$ cat src/rtl/pixel_arb_pkg.sv
// Shared types and the round-robin helper for the pixel stream arbiter.
package pixel_arb_pkg;

  // Widest channel count the round-robin helper handles.
  localparam int MAX_CH = 32;

  typedef enum logic [0:0] {
    IDLE   = 1'b0,
    STREAM = 1'b1
  } arb_state_e;

  // One-hot grant for the first requester strictly after 'last', scanning
  // upward and wrapping at num_ch. Returns all-zero when nobody requests.
  function automatic logic [MAX_CH-1:0] next_rr(
    input logic [MAX_CH-1:0] req,
    input int                last,
    input int                num_ch
  );
    logic [MAX_CH-1:0] gnt;
    logic              found;
    logic              valid;
    logic              take;
    int                idx;
    gnt   = '0;
    found = 1'b0;
    for (int k = 1; k <= MAX_CH; k++) begin
      valid    = (k <= num_ch);
      idx      = valid ? ((last + k) % num_ch) : 0;
      take     = valid & req[idx] & ~found;
      gnt[idx] = gnt[idx] | take;
      found    = found | take;
    end
    return gnt;
  endfunction

endpackage

$ cat src/rtl/pix_fifo.sv
// Small synchronous FIFO buffering one non-stallable pixel source.
// A push into a full FIFO is accepted only if a pop happens in the same cycle.
module pix_fifo #(
  parameter int PIX_W      = 8,
  parameter int FIFO_DEPTH = 4
) (
  input  logic             clk,
  input  logic             rst,
  input  logic             push_i,
  input  logic [PIX_W-1:0] data_i,
  input  logic             pop_i,
  output logic [PIX_W-1:0] data_o,
  output logic             full_o,
  output logic             empty_o
);

  localparam int AW = $clog2(FIFO_DEPTH);

  logic [PIX_W-1:0] mem_q [FIFO_DEPTH];
  logic [AW-1:0]    wr_ptr_q, wr_ptr_d;
  logic [AW-1:0]    rd_ptr_q, rd_ptr_d;
  logic [AW:0]      count_q, count_d;
  logic             wr_s, rd_s;

  assign full_o  = (count_q == (AW+1)'(FIFO_DEPTH));
  assign empty_o = (count_q == (AW+1)'(0));
  assign data_o  = mem_q[rd_ptr_q];

  // Pointer and occupancy bookkeeping for accepted pushes and pops.
  always_comb begin
    wr_s     = push_i & (~full_o | pop_i);
    rd_s     = pop_i & ~empty_o;
    wr_ptr_d = wr_s ? (wr_ptr_q + AW'(1)) : wr_ptr_q;
    rd_ptr_d = rd_s ? (rd_ptr_q + AW'(1)) : rd_ptr_q;
    case ({wr_s, rd_s})
      2'b10:   count_d = count_q + (AW+1)'(1);
      2'b01:   count_d = count_q - (AW+1)'(1);
      default: count_d = count_q;
    endcase
  end

  // Storage write; data needs no reset because occupancy gates every read.
  always_ff @(posedge clk) begin
    if (wr_s) begin
      mem_q[wr_ptr_q] <= data_i;
    end
  end

  // Pointer/occupancy registers with synchronous reset.
  always_ff @(posedge clk) begin
    if (rst) begin
      wr_ptr_q <= '0;
      rd_ptr_q <= '0;
      count_q  <= '0;
    end else begin
      wr_ptr_q <= wr_ptr_d;
      rd_ptr_q <= rd_ptr_d;
      count_q  <= count_d;
    end
  end

endmodule

$ cat src/rtl/pixel_stream_arbiter.sv
// Merges NUM_CH non-stallable pixel streams into one. A channel owns the output
// for a whole frame of FRAME_PIX pixels, then the arbiter re-arbitrates.
module pixel_stream_arbiter
  import pixel_arb_pkg::*;
#(
  parameter int NUM_CH     = 2,
  parameter int PIX_W      = 8,
  parameter int FIFO_DEPTH = 4,
  parameter int FRAME_PIX  = 291600,
  parameter int CNT_W      = 19
) (
  input  logic                      clk,
  input  logic                      rst,
  input  logic [NUM_CH*PIX_W-1:0]   pix_i,
  input  logic [NUM_CH-1:0]         pix_en_i,
  input  logic                      force_en_i,
  input  logic [$clog2(NUM_CH)-1:0] force_ch_i,
  input  logic                      clr_ovf_i,
  output logic [PIX_W-1:0]          pixel_o,
  output logic                      pixel_en_o,
  output logic                      frame_done_o,
  output logic [NUM_CH-1:0]         grant_o,
  output logic                      busy_o,
  output logic [NUM_CH-1:0]         ovf_o
);

  localparam int                CH_W     = $clog2(NUM_CH);
  localparam logic [CNT_W-1:0]  LAST_CNT = CNT_W'(FRAME_PIX - 1);

  arb_state_e         state_q, state_d;
  logic [NUM_CH-1:0]  grant_q, grant_d;
  logic [CH_W-1:0]    rr_last_q, rr_last_d;
  logic [CNT_W-1:0]   pix_cnt_q, pix_cnt_d;
  logic [PIX_W-1:0]   pixel_q, pixel_d;
  logic               pixel_en_q, pixel_en_d;
  logic               frame_done_q, frame_done_d;
  logic [NUM_CH-1:0]  ovf_q, ovf_d;

  logic [NUM_CH-1:0]  full_s, empty_s, pop_s, ovf_evt_s, force_gnt_s;
  logic [PIX_W-1:0]   fifo_dout_s [NUM_CH];
  logic [MAX_CH-1:0]  req_full_s, rr_full_s;
  logic               rr_found_s, force_ok_s, pop_any_s;
  logic [CH_W-1:0]    gnt_idx_s;

  for (genvar c = 0; c < NUM_CH; c++) begin : g_fifo
    pix_fifo #(
      .PIX_W      (PIX_W),
      .FIFO_DEPTH (FIFO_DEPTH)
    ) u_fifo (
      .clk     (clk),
      .rst     (rst),
      .push_i  (pix_en_i[c]),
      .data_i  (pix_i[c*PIX_W +: PIX_W]),
      .pop_i   (pop_s[c]),
      .data_o  (fifo_dout_s[c]),
      .full_o  (full_s[c]),
      .empty_o (empty_s[c])
    );
  end

  // Request decode: granted-channel index, pops, overflow events, candidates.
  always_comb begin
    gnt_idx_s   = '0;
    force_gnt_s = '0;
    for (int c = 0; c < NUM_CH; c++) begin
      gnt_idx_s      = gnt_idx_s | (grant_q[c] ? CH_W'(c) : CH_W'(0));
      force_gnt_s[c] = (int'(force_ch_i) == c);
    end
    pop_s      = (state_q == STREAM) ? (grant_q & ~empty_s) : '0;
    pop_any_s  = |pop_s;
    ovf_evt_s  = pix_en_i & full_s & ~pop_s;
    req_full_s = '0;
    req_full_s[NUM_CH-1:0] = ~empty_s;
    rr_full_s  = next_rr(req_full_s, int'(rr_last_q), NUM_CH);
    rr_found_s = |rr_full_s;
    force_ok_s = force_en_i & (int'(force_ch_i) < NUM_CH);
  end

  // Frame FSM next state plus output-register and overflow next values.
  always_comb begin
    state_d      = state_q;
    grant_d      = grant_q;
    rr_last_d    = rr_last_q;
    pix_cnt_d    = pix_cnt_q;
    pixel_d      = pixel_q;
    pixel_en_d   = 1'b0;
    frame_done_d = 1'b0;
    ovf_d        = clr_ovf_i ? '0 : (ovf_q | ovf_evt_s);
    case (state_q)
      IDLE: begin
        if (force_ok_s) begin
          if (|(force_gnt_s & ~empty_s)) begin
            grant_d = force_gnt_s;
            state_d = STREAM;
          end else begin
            grant_d = '0;
          end
        end else if (rr_found_s) begin
          grant_d = rr_full_s[NUM_CH-1:0];
          state_d = STREAM;
        end else begin
          grant_d = '0;
        end
      end
      STREAM: begin
        if (pop_any_s) begin
          pixel_d    = fifo_dout_s[gnt_idx_s];
          pixel_en_d = 1'b1;
          if (pix_cnt_q == LAST_CNT) begin
            frame_done_d = 1'b1;
            pix_cnt_d    = '0;
            rr_last_d    = gnt_idx_s;
            grant_d      = '0;
            state_d      = IDLE;
          end else begin
            pix_cnt_d = pix_cnt_q + CNT_W'(1);
          end
        end else begin
          pixel_en_d = 1'b0;
        end
      end
      default: begin
        state_d = IDLE;
        grant_d = '0;
      end
    endcase
  end

  // State, counters, output register and sticky overflow flags.
  always_ff @(posedge clk) begin
    if (rst) begin
      state_q      <= IDLE;
      grant_q      <= '0;
      rr_last_q    <= CH_W'(NUM_CH - 1);
      pix_cnt_q    <= '0;
      pixel_q      <= '0;
      pixel_en_q   <= 1'b0;
      frame_done_q <= 1'b0;
      ovf_q        <= '0;
    end else begin
      state_q      <= state_d;
      grant_q      <= grant_d;
      rr_last_q    <= rr_last_d;
      pix_cnt_q    <= pix_cnt_d;
      pixel_q      <= pixel_d;
      pixel_en_q   <= pixel_en_d;
      frame_done_q <= frame_done_d;
      ovf_q        <= ovf_d;
    end
  end

  assign pixel_o      = pixel_q;
  assign pixel_en_o   = pixel_en_q;
  assign frame_done_o = frame_done_q;
  assign grant_o      = grant_q;
  assign busy_o       = (state_q == STREAM);
  assign ovf_o        = ovf_q;

endmodule

$ cat config.mk
export PLATFORM = sky130hd
export DESIGN_NAME = pixel_stream_arbiter
export DESIGN_NICKNAME = d
export VERILOG_FILES = /design/src/rtl/pixel_arb_pkg.sv /design/src/rtl/pix_fifo.sv /design/src/rtl/pixel_stream_arbiter.sv
export SDC_FILE = /design/constraint.sdc
export NUM_CORES = 1
export LEC_CHECK = 0
export CAP_MARGIN = 20
export CORE_MARGIN = 2
export CORE_UTILIZATION = 49
export DETAILED_ROUTE_END_ITERATION = 8
export HOLD_SLACK_MARGIN = 0.12
export PLACE_DENSITY = 0.69
export SYNTH_ARGS = -nofsm -noshare
export SYNTH_HDL_FRONTEND = slang
export SYNTH_HIERARCHICAL = 1
export SYNTH_SLANG_ARGS = --single-unit
$ cat constraint.sdc
create_clock -name clk -period 3.4 [get_ports clk]
set_input_delay 0.51 -clock clk [delete_from_list [all_inputs] [get_ports clk]]
set_output_delay 0.51 -clock clk [all_outputs]
set_load 0.02 [all_outputs]
==> metrics.yaml <==
status: "finished clean"
track_usage: 0.182
holdBufCountCts: 0
die_h_um: 106
yosys_warnings: 6
synth_cell_types: 55
yosys.area.top_type_share: 0.380
drive_above_1_share: 0.173
yosysSeqAreaShare: 0.590
vias_per_cell: 5.40
clock-sinks: 117
globalplace.congestion: 0.857
period_minus_slack_ns: 2.63
antenna_found_initial: 0
fp.dieW_um: 106
crit_chain: "nor3_1 > buf_4 > nor2b_1 > nand2_1 > inv_1 > inv_1 > a21boi_2 > inv_1 > ha_1 > inv_1 > fa_1 > xor2_1 > or3_2 > a21oi_1"
finish.utilization: 0.598
ir_worst_vdd_mv: 0.531
post-route-period-util: 0.774
grt_max_degree: 45
synth_nets: 425
finalSetupTns_ns: 0
leakagePower_nw: 2.03
hold_start: "g_fifo[0].u_fifo/rd_ptr_q[1]"
setup_violations: 0
rsz0062_at_grt: "false"
relSlewSlack: 0.389
ant_nets: 0
grt_pass1_wl_um: 15300
place_hpwl_um: 6250
finalHoldViolations: 0
nets: 463
h-tree-depth: 4
ios: 38
ys.flop_type: "edfxtp_1"
drc: 0
grt.overflow.total: 0
power.density_nw_per_um2: 576
finalPower_mw: 3.51
synth_edf_count: 64
clock_path_buffers: 2
cts_root_buf: "clkbuf_8"
path_delay_family: "simple AND/OR/NAND/NOR gates"
critPathMaxStageDelay_ns: 0.43
die_area_um2: 11100
ys_ff_latch: 117
cts_tree: "done"
worstMarginPinSlew_ns: 0.911
synth_area_um2: 5060
postCtsSetupBuffers: 0
area_growth_pct: 20.5
arrival_ns: 3.07
totalWireLength_um: 9370
start_util: 0.497
clk_latency_ns: 0.51
numCtsBuffers: 17
first_global_vias: 3117
synth_area_leader_cell: "edfxtp_1"
max_clock_freq_mhz: 380
dr.pass1.iters: 5
cap_violations: 0
wire_per_inst_um: 16.3
synthTopCellsByArea: "edfxtp_1 (38%), dfxtp_1 (21%), mux4_2 (7.1%)"
io_buffers: 37
end_kind: "flop"
core_area_um2: 10200
clk_pin_slew_worst_paths_ns: 0.06
diodes: 0
rows: 37
synthCells: 389
drt-initial-drc-count: 95
worstPathRequired_ns: 3.83
hp-class: "flop to flop"
r2r-start: "g_fifo[1].u_fifo/count_q[0]"
slowest_stage: "dfxtp_1"
path_buf_inv: 5
crit_top_cell: "inv_1"
critPathLaunch: "g_fifo[1].u_fifo/count_q[0]"
crit_type: "flop to flop"
postCtsResizedCells: 0
finalClockSkew_ns: 0.00938
crit_path_start_kind: "flop"
syn_area_per_cell_um2: 13.0
async_reset_ff_frac: 0
slew_violations: 0
path_max_fanout: 8
vias: 3108
-- worst reg2reg max path: stages, from the launching register on --
cell	delay, ns
dfxtp_1	0.43
nor3_1	0.08
buf_4	0.16
nor2b_1	0.16
nand2_1	0.11
inv_1	0.12
inv_1	0.06
a21boi_2	0.28
inv_1	0.08
ha_1	0.22
inv_1	0.07
fa_1	0.17
xor2_1	0.08
or3_2	0.41
a21oi_1	0.14
-- cells in the mapped netlist (3+ instances only) --
cell	instances
a21boi_2	3
nor2b_1	3
nand3_1	5
nor3_1	7
xor2_1	8
edfxtp_1	64
a21oi_1	14
o31ai_1	4
mux4_2	16
and2_2	8
dfxtp_1	53
mux2i_1	16
nand2b_1	5
clkbuf_1	9
buf_1	3
nor4_2	3
buf_2	6
a211oi_1	11
o21ai_0	7
or3_1	4
nor2_1	38
nand2_1	13
and3_1	3
nand4_1	10
xnor2_1	5
inv_1	21
ha_1	11
-- metal layers --
layer / up-vias / global-route usage / wire (um)
met5: - / 0 / 0
met4: 0 / 0.0648 / 93
met3: 11 / 0.0519 / 353
li1: 1516 / - / -
met1: 1512 / 0.231 / 4280
met2: 69 / 0.300 / 4640
-- final cells by class --
type | count | area (um^2)
Timing Repair Buffer | 41 | 400
Sequential cell | 117 | 2980
Clock buffer | 18 | 418
Tap cell | 136 | 170
Inverter | 21 | 78.8
Fill cell | 815 | 4090
Multi-Input combinational cell | 229 | 1890
Clock inverter | 14 | 153
-- cell usage in the layout, fill, tap and decap left out, drive strengths merged, types with 11 or more instances in the layout --
cell / netlist / routed
a211oi: 11 / 11
a21oi: 14 / 14
clkbuf: 10 / 18
clkdlybuf4s50: 0 / 37
dfxtp: 53 / 53
edfxtp: 64 / 64
ha: 11 / 11
inv: 21 / 24
mux2i: 16 / 16
mux4: 16 / 16
nand2: 13 / 13
nor2: 39 / 39
-- state kept, by name, indices dropped and copies added, names as in the netlist, named ones only --
name	cells
pixel_en_o	1
ovf_o	2
pixel_o	8
busy_o	1
g_fifo.u_fifo/wr_ptr_q	4
g_fifo.u_fifo/count_q	6
g_fifo.u_fifo/mem_q	64
frame_done_o	1
pix_cnt_q	19
rr_last_q	1
grant_o	2
g_fifo.u_fifo/rd_ptr_q	4
-- per-stage QoR --
stage	cell area (um^2)	worst slack (ns)	hold slack (ns)	instances
4_1_cts	6090	0.773	0.504	576
6_report	6090	0.767	0.505	576
2_1_floorplan	5060	0.849	0.452	389
3_5_place_dp	5520	0.783	0.479	544
3_3_place_gp	5520	0.844	0.473	544
5_1_grt	6090	0.502	0.532	576
-- path summary, 6_finish.rpt --
check	endpoint	slack, ns	cells after the start
max reg2reg	g_fifo[1].u_fifo/count_q[2]	0.77	14
min	flop	0.51	2
min reg2reg	flop	0.51	2
max	g_fifo[1].u_fifo/count_q[2]	0.77	14
-- kinds of logic (layout without fill, tap and decap cells) --
family,count (synthesis),in the layout,synth area share
muxes,35,35,0.111
buffers and inverters,43,94,0.0366
DFF,117,117,0.590
xor gates and xnor gates,13,13,0.0225
adders and majority gates,13,13,0.0351
AOI/OAI and AO/OA,52,52,0.0769
and+or+nand+nor,116,116,0.128
-- power breakdown --
part	total, mW	switching [mW]	leakage, nW	internal, mW
Combinational	0.240	0.128	0.744	0.112
Clock	1.68	0.636	0.268	1.05
Sequential	1.59	0.0344	1.02	1.55
Power figures use the tool's default switching activity.
